File: src/rtl/cpu_stage_ctrl.sv
// rtl/cpu_stage_ctrl.sv - multicycle IF/ID/EX/MA/WB sequencer for the RV32I core
// Optional active-cycle counter enabled by defining STAGE_CTRL_PERF_CNT_EN.
module cpu_stage_ctrl #(
  parameter int unsigned MEM_TIMEOUT = 16,
  parameter int unsigned CNT_W       = 32
) (
  input  logic             clk,
  input  logic             rst,
  input  logic             start,
  input  logic             imem_valid,
  input  logic             is_load,
  input  logic             is_store,
  input  logic             is_halt,
  input  logic             reg_we,
  input  logic             mem_ack,
  output logic             fetch_en,
  output logic             ir_we,
  output logic             decode_en,
  output logic             exec_en,
  output logic             mem_req,
  output logic             mem_we,
  output logic             rf_we,
  output logic             pc_we,
  output logic             busy,
  output logic             halted,
  output logic             err,
  output logic [2:0]       state_out,
  output logic [CNT_W-1:0] retired,
  output logic [CNT_W-1:0] cycle_count
);

  typedef enum logic [2:0] {
    S_IDLE = 3'd0,
    S_IF   = 3'd1,
    S_ID   = 3'd2,
    S_EX   = 3'd3,
    S_MA   = 3'd4,
    S_WB   = 3'd5,
    S_HALT = 3'd6,
    S_ERR  = 3'd7
  } state_e;

  // Counter only needs to reach MEM_TIMEOUT-1; it wraps harmlessly when the timeout is off.
  localparam int unsigned WAIT_W = (MEM_TIMEOUT > 2) ? $clog2(MEM_TIMEOUT) : 1;
  localparam bit TIMEOUT_EN = (MEM_TIMEOUT != 0);
  localparam logic [WAIT_W-1:0] WAIT_LAST = TIMEOUT_EN ? WAIT_W'(MEM_TIMEOUT - 1) : '0;

  state_e            state_q, state_d;
  logic [WAIT_W-1:0] wait_q, wait_d;
  logic [CNT_W-1:0]  retired_q, retired_d;

  always_ff @(posedge clk or negedge rst) begin
    if (!rst) begin
      state_q   <= S_IDLE;
      wait_q    <= '0;
      retired_q <= '0;
    end else begin
      state_q   <= state_d;
      wait_q    <= wait_d;
      retired_q <= retired_d;
    end
  end

  always_comb begin
    state_d   = state_q;
    wait_d    = wait_q;
    retired_d = retired_q;
    fetch_en  = 1'b0;
    ir_we     = 1'b0;
    decode_en = 1'b0;
    exec_en   = 1'b0;
    mem_req   = 1'b0;
    mem_we    = 1'b0;
    rf_we     = 1'b0;
    pc_we     = 1'b0;
    halted    = 1'b0;
    err       = 1'b0;
    busy      = 1'b0;

    case (state_q)
      S_IDLE: begin
        if (start) state_d = S_IF;
      end
      S_IF: begin
        busy     = 1'b1;
        fetch_en = 1'b1;
        if (imem_valid) begin
          ir_we   = 1'b1;
          state_d = S_ID;
        end
      end
      S_ID: begin
        busy      = 1'b1;
        decode_en = 1'b1;
        state_d   = S_EX;
      end
      S_EX: begin
        busy    = 1'b1;
        exec_en = 1'b1;
        if (is_halt)                 state_d = S_HALT;
        else if (is_load || is_store) state_d = S_MA;
        else                          state_d = S_WB;
      end
      S_MA: begin
        busy    = 1'b1;
        mem_req = 1'b1;
        mem_we  = is_store;
        // A late ack on the final allowed cycle still completes the access.
        if (mem_ack) begin
          wait_d  = '0;
          state_d = S_WB;
        end else if (TIMEOUT_EN && (wait_q == WAIT_LAST)) begin
          wait_d  = '0;
          state_d = S_ERR;
        end else begin
          wait_d  = wait_q + WAIT_W'(1);
        end
      end
      S_WB: begin
        busy      = 1'b1;
        pc_we     = 1'b1;
        rf_we     = reg_we & ~is_store;
        retired_d = retired_q + CNT_W'(1);
        state_d   = S_IF;
      end
      S_HALT: begin
        halted = 1'b1;
      end
      S_ERR: begin
        err = 1'b1;
      end
      default: begin
        state_d = S_ERR;
      end
    endcase
  end

  assign state_out = state_q;
  assign retired   = retired_q;

`ifdef STAGE_CTRL_PERF_CNT_EN
  logic [CNT_W-1:0] cycle_q;

  always_ff @(posedge clk or negedge rst) begin
    if (!rst) begin
      cycle_q <= '0;
    end else if (busy) begin
      cycle_q <= cycle_q + CNT_W'(1);
    end
  end

  assign cycle_count = cycle_q;
`else
  assign cycle_count = '0;
`endif

endmodule

File: config.mk
export PLATFORM = sky130hd
export DESIGN_NAME = cpu_stage_ctrl
export DESIGN_NICKNAME = d
export VERILOG_FILES = /design/src/rtl/cpu_stage_ctrl.sv
export SDC_FILE = /design/constraint.sdc
export NUM_CORES = 1
export LEC_CHECK = 0
export ABC_CLOCK_PERIOD_IN_PS = 2000
export CELL_PAD_IN_SITES_DETAIL_PLACEMENT = 0
export CELL_PAD_IN_SITES_GLOBAL_PLACEMENT = 1
export CORE_ASPECT_RATIO = 1.5
export CORE_MARGIN = 2
export CORE_UTILIZATION = 32
export CTS_CLUSTER_SIZE = 20
export DETAILED_ROUTE_END_ITERATION = 12
export PLACE_DENSITY = 0.77
export SLEW_MARGIN = 20
export SYNTH_ARGS = -nofsm -noshare
export SYNTH_HDL_FRONTEND = slang
export SYNTH_SLANG_ARGS = --single-unit
File: constraint.sdc
create_clock -name clk -period 2 [get_ports clk]
set_clock_uncertainty 0.15 [all_clocks]
set_input_delay 0.4 -clock clk [delete_from_list [all_inputs] [get_ports clk]]
set_output_delay 0.4 -clock clk [all_outputs]
set_load 0.05 [all_outputs]
* Yosys cells after proc, flatten, opt, wreduce, memory -nomap -nowiden
Cells that the tools add are included.
Widths: inputs -> output; s select.
** Operators by class
- Bitwise logic cells :: 2
- Equal/unequal tests :: 11
- Muxes and demuxes :: 21
- Add/subtract/negate cells :: 2
- Reductions and logical operators :: 5
** Operator list (number)
- $add 32x1->32 const B :: 1
- $pmux 3 s6 :: 1
- $mux 1 :: 13
- $eq 3x3->1 const B :: 4
- $mux 3 :: 4
- $mux 4 :: 2
- $eq 3x2->1 const B :: 2
- $reduce_bool 6->1 :: 1
- $reduce_or 5->1 :: 1
- $add 4x1->4 const B :: 1
- $eq 4x4->1 const B :: 1
- $ne 2x2->1 const B :: 2
- $reduce_and 4->1 :: 1
- $eq 3x1->1 const B :: 1
- $logic_not 3->1 :: 1
- $ne 3x3->1 const B :: 1
- $mux 2 :: 1
- $and 1x1->1 :: 1
- $logic_or 1x1->1 :: 1
- $not 1->1 :: 1
** Storage, ports and cells
- Input bits :: 9
- Flip-flop bits (word level) :: 39
- Word-level logic and storage cells :: 44
- Output and inout bits :: 78

* Longest topological paths before layout
- Depth after elaboration :: 4
- Mapped depth :: 6

* Worst setup path before layout
OpenSTA, ideal clock, no wires.
- Path type :: flip-flop to output port
- From :: reg state_q[0], in the netlist state_out[0]
- To :: out ir_we
- Path slack :: -1.337 ns
- Path buffers :: 1
- Arrival :: 2.787 ns
- Required time :: 1.450 ns
- Stages on the path, launching flop included :: 4
- Path through :: dfrtp_1 -> clkbuf_1 -> nor3b_1 -> and2_1
** On the way
- Word-level cells in the longest chain between the ends :: 2
** Ends and longest elaborated chain
- start: declaration :: line 48 : state_e state_q, state_d;
- start signal: assignment :: line 58 : state_q <= state_d;
- $eq 3x1->1 :: line 80 : case (state_q)
- $mux 1 :: line 80
- end: declaration :: line 17 : output logic ir_we,
Every way passes these cells.

* Worst setup path in the final report
- From :: reg state_q[1], in the netlist state_out[1]
- To :: out rf_we
** On the way
- Word-level cells in the longest chain between the ends :: 2
** Ends and longest elaborated chain
- $eq 3x3->1 :: line 80
- $mux 1 :: line 80
- end: declaration :: line 22 : output logic rf_we,
Every way passes these cells.

==> key figures <==
Outcome
  – Outcome: completed

Routing
  – # DRC: 0
  – Met3 routed WL: approximately 440 µm
  – Met1 wire length: slightly below 2000 µm
  – Final WL: between 4000 and 5000 µm
  – Total number of vias: between 1,500 and 2,000
  – Max layer used: met4
  – Post-DRT Antenna Nets: 0
  – Met2 WL: around 2500 µm
  – First drt pass iteration count: 4
  – Initial DRC Count: 115
  – Via density: 4.70
  – Routed len/inst: 13.3 µm

STA
  – Final setup margin: between 30 and 40 ps
  – Hold Fails Final Rpt: 0
  – Fin. max-slew vios: 0
  – RSZ-0062 raised after global routing: true
  – Worst hold slack: 325 ps
  – Fmax: between 500 and 600 MHz
  – Setup Viol. Count Final: 0
  – Final worst path period need: roughly 2000 ps
  – Setup TNS: 0 ps
  – Period utilization: 0.983

Clocking
  – H-tree levels: 2
  – Clock transition at path regs: 80 ps
  – CTS buffer count: 5
  – CTS tree: done
  – Clk sinks: 39
  – Clk Latency, worst-skew pair: ~280 ps
  – Clock Tree Root: clkbuf_8
  – Clock tree buffer depth: 2

Pwr
  – Max VDD drop: between 0.001 and 0.0015 V
  – Pwr Density: about 1200 nW/µm²
  – LEAKAGE: roughly 1.5 nW

Critical path
  – Critical-path top delay cell: dfrtp_2
  – R2r startpoint: state_out[0]
  – Reg2reg path depth: 6
  – Worst-path maximum fanout: 5
  – Crit path cell chain: inv_2 > nand3_2 > nor3b_4 > buf_12
  – Crit path DAT: around 1400 ps
  – Critical path's top delay family: flip-flops
  – Largest stage delay on the critical path: around 450 ps
  – Critical path launch point type: register
  – WP buf/inv: 2
  – Critical path class: reg2out
  – Register-to-register setup slack: ~200 ps
  – CP required: 1450 ps
  – Critical Path Sink Type: primary output
  – R2R Path End: retired[22]

Yosys
  – YS warnings: 0
  – Most common cell in the netlist: dfrtp_1
  – Netlist cell types: 33
  – Dominant cells by area after synthesis: dfrtp_1, buf_4, xnor2_1
  – Fraction of registers with async set/reset: 1.00
  – Top_reg_cell synth: dfrtp_1
  – Synthesized instance count: roughly 220
  – Post-synthesis sequential area ratio: 0.447
  – Yosys top cell by area: dfrtp_1
  – Most frequent cells after synthesis: dfrtp_1, buf_4, xnor2_1
  – Syn avg cell area: about 10 µm²
  – Post-synth EDFFs: 0
  – Seq cells post-synth: 39
  – Post-synth top area share: 0.447
  – Cell Area, Synth: approximately 2200 µm²

Cells and area
  – Multi-input gate area: 1100 µm²
  – Fin area: between 3000 and 4000 µm²
  – Post-route insts no fill: ~370
  – Final nets: ~300
  – Layout fillers: a little over 600
  – Area occupied by registers: 983 µm²
  – Antenna cell count: 0
  – Layout cells sized above 1: 0.332
  – Area Overhead vs Synth: 41.2%

Placement
  – Pre-CTS setup slack: roughly 140 ps
  – Cell total after placement: about 350
  – DP Wirelength: ~3700 µm
  – I/O Buffers: 54
  – Post-place instance area: approximately 2900 µm²
  – GPL Wtd Cong: roughly 0.73

Global route
  – Global-route wire length before repair: slightly above 8000 µm
  – Antenna violations before repair: 0
  – Gr ovfl total: 0
  – Total GRT Usage: 0.134
  – Number of global-route vias before repair: 1,661
  – Largest net degree at the start of global routing: 25

Worst hold path
  – Hold endpoint: retired[31]
  – WHS Path Cells: 1
  – Beginning of the worst hold path: retired[31]
  – Worst min-delay path category: reg2reg

Die
  – Full die area: roughly 7500 µm²
  – Core Box Area: 6530 µm²
  – Cell row count: 36
  – Initial core utilization: 0.334
  – Chip Width: roughly 71 µm
  – I/O pin cnt: just under 90
  – Die extent in y: between 100 and 150 µm

Job
  – Max_cap viols: 0
==> worst reg2reg max path, stage by stage, from the launching register on <==
cell      delay, ps
dfrtp_2         440
buf_4           150
nand4b_4        170
nor4_4          290
buf_4           220
nand4b_1        130
xnor2_1         140
==> per-layer routing <==
layer,GRT usage,up-vias
li1,-,839
met1,0.160,819
met2,0.225,66
met3,0.0492,4
met4,0.0323,0
met5,0,-
==> where the power goes <==
group | total (mW) | switching (mW) | internal (mW)
clock network | 0.779 | 0.280 | 0.499
logic | 1.96 | 1.14 | 0.816
registers | 1.06 | 0.155 | 0.904
==> cell families after synthesis <==
logic type / share of synthesized area
multiplexers: 0.00459
adder cells (fa/ha/maj): 0.0115
buffers and inverters: 0.131
AO/OA/AOI/OAI: 0.0413
AND/OR/NAND/NOR: 0.239
other: 0.00172
flip-flops: 0.447
XOR/XNOR: 0.124
==> timing repair <==
item	4_1_cts	5_1_grt
setup buffers	7	1
pin swaps	1	3
endpoints found under the hold margin	15	0
hold buffers	1	0
endpoints found under the setup margin	6	5
resized for setup	3	2
==> worst max-delay path by stage <==
stage	end	slack [ps]	depth (start not counted)	start
after detailed placement	rf_we	140	3	is_store
final	rf_we	30	4	state_out[1]
after global routing	rf_we	-50	4	state_out[1]
after CTS	rf_we	-20	4	state_out[1]
after floorplan	ir_we	-190	3	state_out[0]
after global placement	rf_we	130	3	is_store
==> registers in the layout (all words and copies together) (netlist names) <==
register   flops
retired       32
wait_q         4
state_out      3
==> final cells by class <==
| cell class | instances | area share |
|---|---|---|
| multi-input cells | 168 | 0.357 |
| flip-flops and latches | 39 | 0.319 |
| repair buffers | 73 | 0.245 |
| well taps | 76 | 0.0309 |
| clock buffers | 6 | 0.0236 |
| clock inverters | 2 | 0.0195 |
| inverters | 4 | 0.00569 |
==> layout by cell type, fill, tap and decap left out, drive strengths merged, types with 2 or more instances in the layout <==
cell type,count
nor2,9
o21ai,7
and3,7
nand2,21
inv,4
conb,32
buf,65
nor3,4
nor3b,2
and4,2
clkbuf,6
nand4,11
a21oi,2
xor2,9
xnor2,22
nand2b,2
dfrtp,39
nor4,5
nand3,14
nand4b,4
bufinv,2
nand3b,2
clkdlybuf4s50,7
o31ai,3
ha,2
==> stage by stage <==
stage          utilization  total power [mW]
2_1_floorplan            -              2.24
3_3_place_gp         0.436              2.84
3_5_place_dp         0.436              2.85
4_1_cts              0.470              3.81
5_1_grt              0.472              4.00
6_report             0.472              3.79
Note: power is estimated with default switching activity, not from simulation.
